$ cat config.mk
export PLATFORM = sky130hd
export DESIGN_NAME = dmem_arbiter
export DESIGN_NICKNAME = d
export VERILOG_FILES = /design/src/rtl/dmem_arbiter.sv
export SDC_FILE = /design/constraint.sdc
export NUM_CORES = 1
export LEC_CHECK = 0
export CELL_PAD_IN_SITES_DETAIL_PLACEMENT = 0
export CELL_PAD_IN_SITES_GLOBAL_PLACEMENT = 2
export CORE_ASPECT_RATIO = 2
export CORE_UTILIZATION = 25
export DETAILED_ROUTE_END_ITERATION = 8
export GPL_TIMING_DRIVEN = 0
export HOLD_SLACK_MARGIN = 0.1
export PLACE_DENSITY = 0.87
export SETUP_SLACK_MARGIN = 0.5
export SLEW_MARGIN = 20
export SYNTH_ARGS = -nofsm -noshare
export SYNTH_HDL_FRONTEND = slang
export SYNTH_SLANG_ARGS = --single-unit
$ cat constraint.sdc
create_clock -name clk -period 7.8 [get_ports clk]
set_clock_uncertainty 0.2 [all_clocks]
set_input_delay 1.56 -clock clk [delete_from_list [all_inputs] [get_ports clk]]
set_output_delay 1.56 -clock clk [all_outputs]
set_load 0.005 [all_outputs]
$ cat src/rtl/dmem_arbiter.sv
// dmem_arbiter: shares one single-port word data memory between a CPU port (0) and a DMA port (1).
// Build option ARB_FIXED_PRIO_EN: port 0 wins ties instead of round-robin (burst limit still applies).
module dmem_arbiter #(
    parameter int DEPTH     = 64,
    parameter int MAX_BURST = 4
) (
    input  logic        clk,
    input  logic        reset,
    input  logic        req0,
    input  logic        req1,
    input  logic        we0,
    input  logic        we1,
    input  logic [31:0] addr0,
    input  logic [31:0] addr1,
    input  logic [31:0] wd0,
    input  logic [31:0] wd1,
    output logic        gnt0,
    output logic        gnt1,
    output logic        rvalid0,
    output logic        rvalid1,
    output logic [31:0] rdata0,
    output logic [31:0] rdata1,
    output logic        err0,
    output logic        err1,
    output logic        mem_we,
    output logic [31:0] mem_a,
    output logic [31:0] mem_wd,
    input  logic [31:0] mem_rd
);

    // state | meaning
    // IDLE  | no access this cycle; burst run cleared
    // SERVE | winner registers drive the memory, gnt pulses for the winning port
    typedef enum logic {
        IDLE  = 1'b0,
        SERVE = 1'b1
    } state_t;

    localparam logic [29:0] DEPTH_W   = 30'(DEPTH);
    localparam logic [3:0]  BURST_MAX = 4'(MAX_BURST);

    state_t      state_q, state_d;
    logic        gnt0_q, gnt0_d;
    logic        gnt1_q, gnt1_d;
    logic        err0_q, err0_d;
    logic        err1_q, err1_d;
    logic        rvalid0_q, rvalid0_d;
    logic        rvalid1_q, rvalid1_d;
    logic [31:0] rdata0_q, rdata0_d;
    logic [31:0] rdata1_q, rdata1_d;
    logic        acc_we_q, acc_we_d;
    logic [31:0] mem_a_q, mem_a_d;
    logic [31:0] mem_wd_q, mem_wd_d;
    logic        last_winner_q, last_winner_d;
    logic [3:0]  burst_q, burst_d;

    logic        any_req;
    logic        win_port;
    logic        win_we;
    logic [31:0] win_addr;
    logic [31:0] win_wd;
    logic        win_in_range;
    logic        win_bad;
    logic        cur_in_range;
    logic [31:0] rd_word;

    always_comb begin
        any_req = req0 | req1;

        // burst_q always counts grants to last_winner, so hitting the limit hands the tie to the other port
        if (req0 && req1) begin
            if (burst_q >= BURST_MAX) begin
                win_port = ~last_winner_q;
            end else begin
`ifdef ARB_FIXED_PRIO_EN
                win_port = 1'b0;
`else
                win_port = ~last_winner_q;
`endif
            end
        end else begin
            win_port = req1;
        end

        win_we       = win_port ? we1   : we0;
        win_addr     = win_port ? addr1 : addr0;
        win_wd       = win_port ? wd1   : wd0;
        win_in_range = win_addr[31:2] < DEPTH_W;
        win_bad      = ~win_in_range | (win_addr[1:0] != 2'b00);

        cur_in_range = mem_a_q[31:2] < DEPTH_W;
        rd_word      = cur_in_range ? mem_rd : 32'd0;

        state_d       = any_req ? SERVE : IDLE;
        gnt0_d        = any_req & ~win_port;
        gnt1_d        = any_req & win_port;
        err0_d        = gnt0_d & win_bad;
        err1_d        = gnt1_d & win_bad;
        acc_we_d      = any_req & win_we;
        mem_a_d       = any_req ? {win_addr[31:2], 2'b00} : mem_a_q;
        mem_wd_d      = any_req ? win_wd : mem_wd_q;
        last_winner_d = any_req ? win_port : last_winner_q;

        if (!any_req) begin
            burst_d = 4'd0;
        end else if (win_port == last_winner_q) begin
            burst_d = (burst_q == 4'hF) ? burst_q : burst_q + 4'd1;
        end else begin
            burst_d = 4'd1;
        end

        // read data is taken from the memory at the end of the SERVE cycle
        rvalid0_d = (state_q == SERVE) & gnt0_q & ~acc_we_q;
        rvalid1_d = (state_q == SERVE) & gnt1_q & ~acc_we_q;
        rdata0_d  = rvalid0_d ? rd_word : rdata0_q;
        rdata1_d  = rvalid1_d ? rd_word : rdata1_q;
    end

    always_ff @(posedge clk or posedge reset) begin
        if (reset) begin
            state_q       <= IDLE;
            gnt0_q        <= 1'b0;
            gnt1_q        <= 1'b0;
            err0_q        <= 1'b0;
            err1_q        <= 1'b0;
            rvalid0_q     <= 1'b0;
            rvalid1_q     <= 1'b0;
            rdata0_q      <= 32'd0;
            rdata1_q      <= 32'd0;
            acc_we_q      <= 1'b0;
            mem_a_q       <= 32'd0;
            mem_wd_q      <= 32'd0;
            last_winner_q <= 1'b1;
            burst_q       <= 4'd0;
        end else begin
            state_q       <= state_d;
            gnt0_q        <= gnt0_d;
            gnt1_q        <= gnt1_d;
            err0_q        <= err0_d;
            err1_q        <= err1_d;
            rvalid0_q     <= rvalid0_d;
            rvalid1_q     <= rvalid1_d;
            rdata0_q      <= rdata0_d;
            rdata1_q      <= rdata1_d;
            acc_we_q      <= acc_we_d;
            mem_a_q       <= mem_a_d;
            mem_wd_q      <= mem_wd_d;
            last_winner_q <= last_winner_d;
            burst_q       <= burst_d;
        end
    end

    assign mem_we  = (state_q == SERVE) & acc_we_q & cur_in_range;
    assign mem_a   = mem_a_q;
    assign mem_wd  = mem_wd_q;
    assign gnt0    = gnt0_q;
    assign gnt1    = gnt1_q;
    assign err0    = err0_q;
    assign err1    = err1_q;
    assign rvalid0 = rvalid0_q;
    assign rvalid1 = rvalid1_q;
    assign rdata0  = rdata0_q;
    assign rdata1  = rdata1_q;

endmodule

==> metrics.cfg <==
[detailed_routing]
totalWireLength_um=23950
routed_via_density=4.871
number_of_search_and_repair_iterations_in_the_first_detailed_routing_pass=9
detailedRoute.firstIterationViolations=249
detail_route.wl_per_cell_um=20.13
ant_nets=0
routed-via-count=5796
total_drc_errors_in_the_routed_layout=16

[cts]
clock_sinks=135
root_buf_cell=clkbuf_16
cts_tree=built
cts.repair.resized=0
tritoncts.num_buffers=17
post_cts_repair_setup_buffers=0
cts_max_level=4
clk_pin_slew_ns=0.06
insertion_delay_ns=0.42
cts_buffer_depth=2
cts_hold_buf=0

[yosys]
synth_sequential_area_ratio=0.5636
async_reset_ff_frac=1.000
netlist-cell-type-count=27
syn_area_per_cell_sq_um=10.43
synthesis.area_sq_mm=0.005996
synthFlopType=dfrtp_1
yosys-top-cells-area=dfrtp_1 56%, o21ai_1 7.3%, nand4_1 7.0%, nand2_1 5.8%, a22o_1 5.6%
ys_warn_count=0
number_of_standard_cells_after_synthesis=575
synth_largest_area_cell=dfrtp_1
ys_top_cells_by_count=134 x dfrtp_1, 92 x nand2_1, 88 x o21ai_1
yosys.cell_count.top_type=dfrtp_1
ys_ff_latch=135
synth.top_cell.area_share=0.5593
synth-edff-count=0

[worst_hold_path]
hold_path_end=rdata1[11]
hp-start=rdata1[11]
worst_hold_path_type=flip-flop to flip-flop
holdPathStages=2

[power_and_ir_drop]
power.share.switching=0.2583
sequentialPowerShare=0.406
intPower_mw=1.420
clkPwrFrac=0.403
power.leakage_nw=4.120
switchingPower_uw=494.7
ir_worst_vdd_v=0.0001214
total_power_mw=1.915
combinationalPowerShare=0.191
cellPowerDensity_mw_per_mm2=192.7

[global_route]
first_global_vias=6281
grt_overflow_total=0
grt_antenna_before_repair=2
grt_first_pass_wirelength_um=36670
grt_max_degree=73
global_route.usage.total=0.1986

[timing]
rsz0062_at_grt=no
finalWorstPathRequiredPeriod_ns=4.303
max_slew_margin=0.5808
finalMaxSlewViolations=0
tns_ns=0
finalSetupViolCount=0
final_min_period_over_clock_period=0.5517
clock.fmax_mhz=232.4
tightestPinTransition_ns=0.6287
report.final.hold_viol_count=0

[critical_path]
worst_path_largest_cell_delay_ns=0.54
reg2reg_depth=5
worstPathArrival_ns=2.54
timing.critical_path.fanout_max=10
timing.reg2reg.setup_slack_ns=5.88
worstPathBufferInverterCount=3
timing_worst_setup_path_type=flip-flop to output pin
end_of_the_worst_register_to_register_path=rdata1[0]
critPathRequiredTime_ns=6.04
timing.critical_path.to_type=output pin
r2r_start=mem_a[13]
crit_slowest_cell=clkdlybuf4s50_1
crit_chain=nor4_1 > nand4_1 > buf_2 > buf_6 > nor3_2 > clkdlybuf4s50_1
setup.worst_path.start_class=flip-flop
crit_family=buffers and inverters

[die]
rows=79
area_of_the_die_sq_mm=0.02464
pin_count=301
fp.dieW_um=111.5
design.core.area_sq_mm=0.02343
initial_utilization=0.2559
die_y_um=221.0

[placement]
dp_hpwl_um=18980
gp_congestion=0.8147
io_buffers=298
placed_cells=1158

[final_layout]
layout-area-overhead-vs-synth_pct=65.71
fraction_of_final_layout_cells_with_drive_strength_greater_than_1=0.08398
post-route-util=0.4241
finish.net_count=1060
instances_no_fill=1190

[outcome]
status=complete, but fails checks
violations=DRC

[run]
max-cap-violations=0

[cell families (layout without fill, tap and decap cells)]
kind of cell / Yosys count / in the layout / synth area share
multiplexers: 24 / 24 / 0.04007
AO/OA/AOI/OAI: 169 / 169 / 0.1826
flip-flops: 135 / 135 / 0.5636
AND/OR/NAND/NOR: 187 / 187 / 0.1578
other: 1 / 4 / 0.0006254
buffers and inverters: 59 / 388 / 0.05530
[sequential cells by signal (all words and copies together), names as in the netlist, 30 cells and up]
register / count
rdata0: 32
rdata1: 32
mem_a: 30
mem_wd: 32
[per-layer routing]
layer	track usage	vias to the layer above	share of wire
li1	-	2741	-
met1	0.1848	2815	0.34
met2	0.3962	216	0.59
met3	0.04766	24	0.051
met4	0.08893	0	0.023
met5	0	-	0
[per-stage QoR]
step	hold WS [ns]	worst slack [ns]	cell area (sq um)
global placement	0.2675	0.1377	9336
global route	0.3119	3.368	9936
CTS	0.2896	3.448	9931
floorplan	0.2793	2.431	6000
finish	0.2810	3.497	9936
detailed placement	0.2768	3.922	9371
[how the worst max path moves through the flow]
stage / end / slack (ns) / start / depth (start not counted)
6_report: mem_we / 3.50 / mem_a[13] / 6
5_1_grt: mem_we / 3.37 / mem_a[13] / 6
4_1_cts: mem_we / 3.45 / mem_a[23] / 6
3_5_place_dp: mem_we / 3.92 / mem_a[23] / 6
3_3_place_gp: err1 / 0.14 / reset / 2
2_1_floorplan: acc_we_q / 2.43 / reset / 1
[layout by cell type, fill, tap and decap left out, types with 15 or more instances in the layout]
cell type          n
clkbuf_1          18
nand4_1           67
clkbuf_16         17
a21o_1            38
a22o_1            38
o21ai_1           88
mux2i_1           24
buf_2             19
dfrtp_1          134
nand2_1           92
clkdlybuf4s50_1  298
nor4_1            16
buf_4             15
[power groups by stage]
| stage | registers [mW] | logic, mW | clock network, mW |
|---|---|---|---|
| after floorplan | 0.787 | 0.132 | 0 |
| after global placement | 0.790 | 0.365 | 0 |
| after detailed placement | 0.791 | 0.369 | 0 |
| after CTS | 0.779 | 0.370 | 0.795 |
| after global routing | 0.784 | 0.392 | 0.822 |
| final | 0.778 | 0.365 | 0.771 |
[layout make-up]
class / instances / area, sq um
fillers: 2268 / 13490
plain buffers: 55 / 316.6
clock inverters: 7 / 71.32
multi-input cells: 382 / 2288
clock buffers: 23 / 488.0
repair buffers: 299 / 3010
flip-flops and latches: 135 / 3379
well taps: 283 / 354.1
inverters: 4 / 22.52
diodes: 2 / 5.005
[worst reg2reg max path: cells and delay by family (launching register included)]
| family | cells | cell delay (ns) |
|---|---|---|
| AO/OA/AOI/OAI | 1 | 0.17 |
| AND/OR/NAND/NOR | 2 | 0.59 |
| buffers and inverters | 2 | 0.49 |
| flip-flops | 1 | 0.40 |
(Power assumes the default switching activity.)
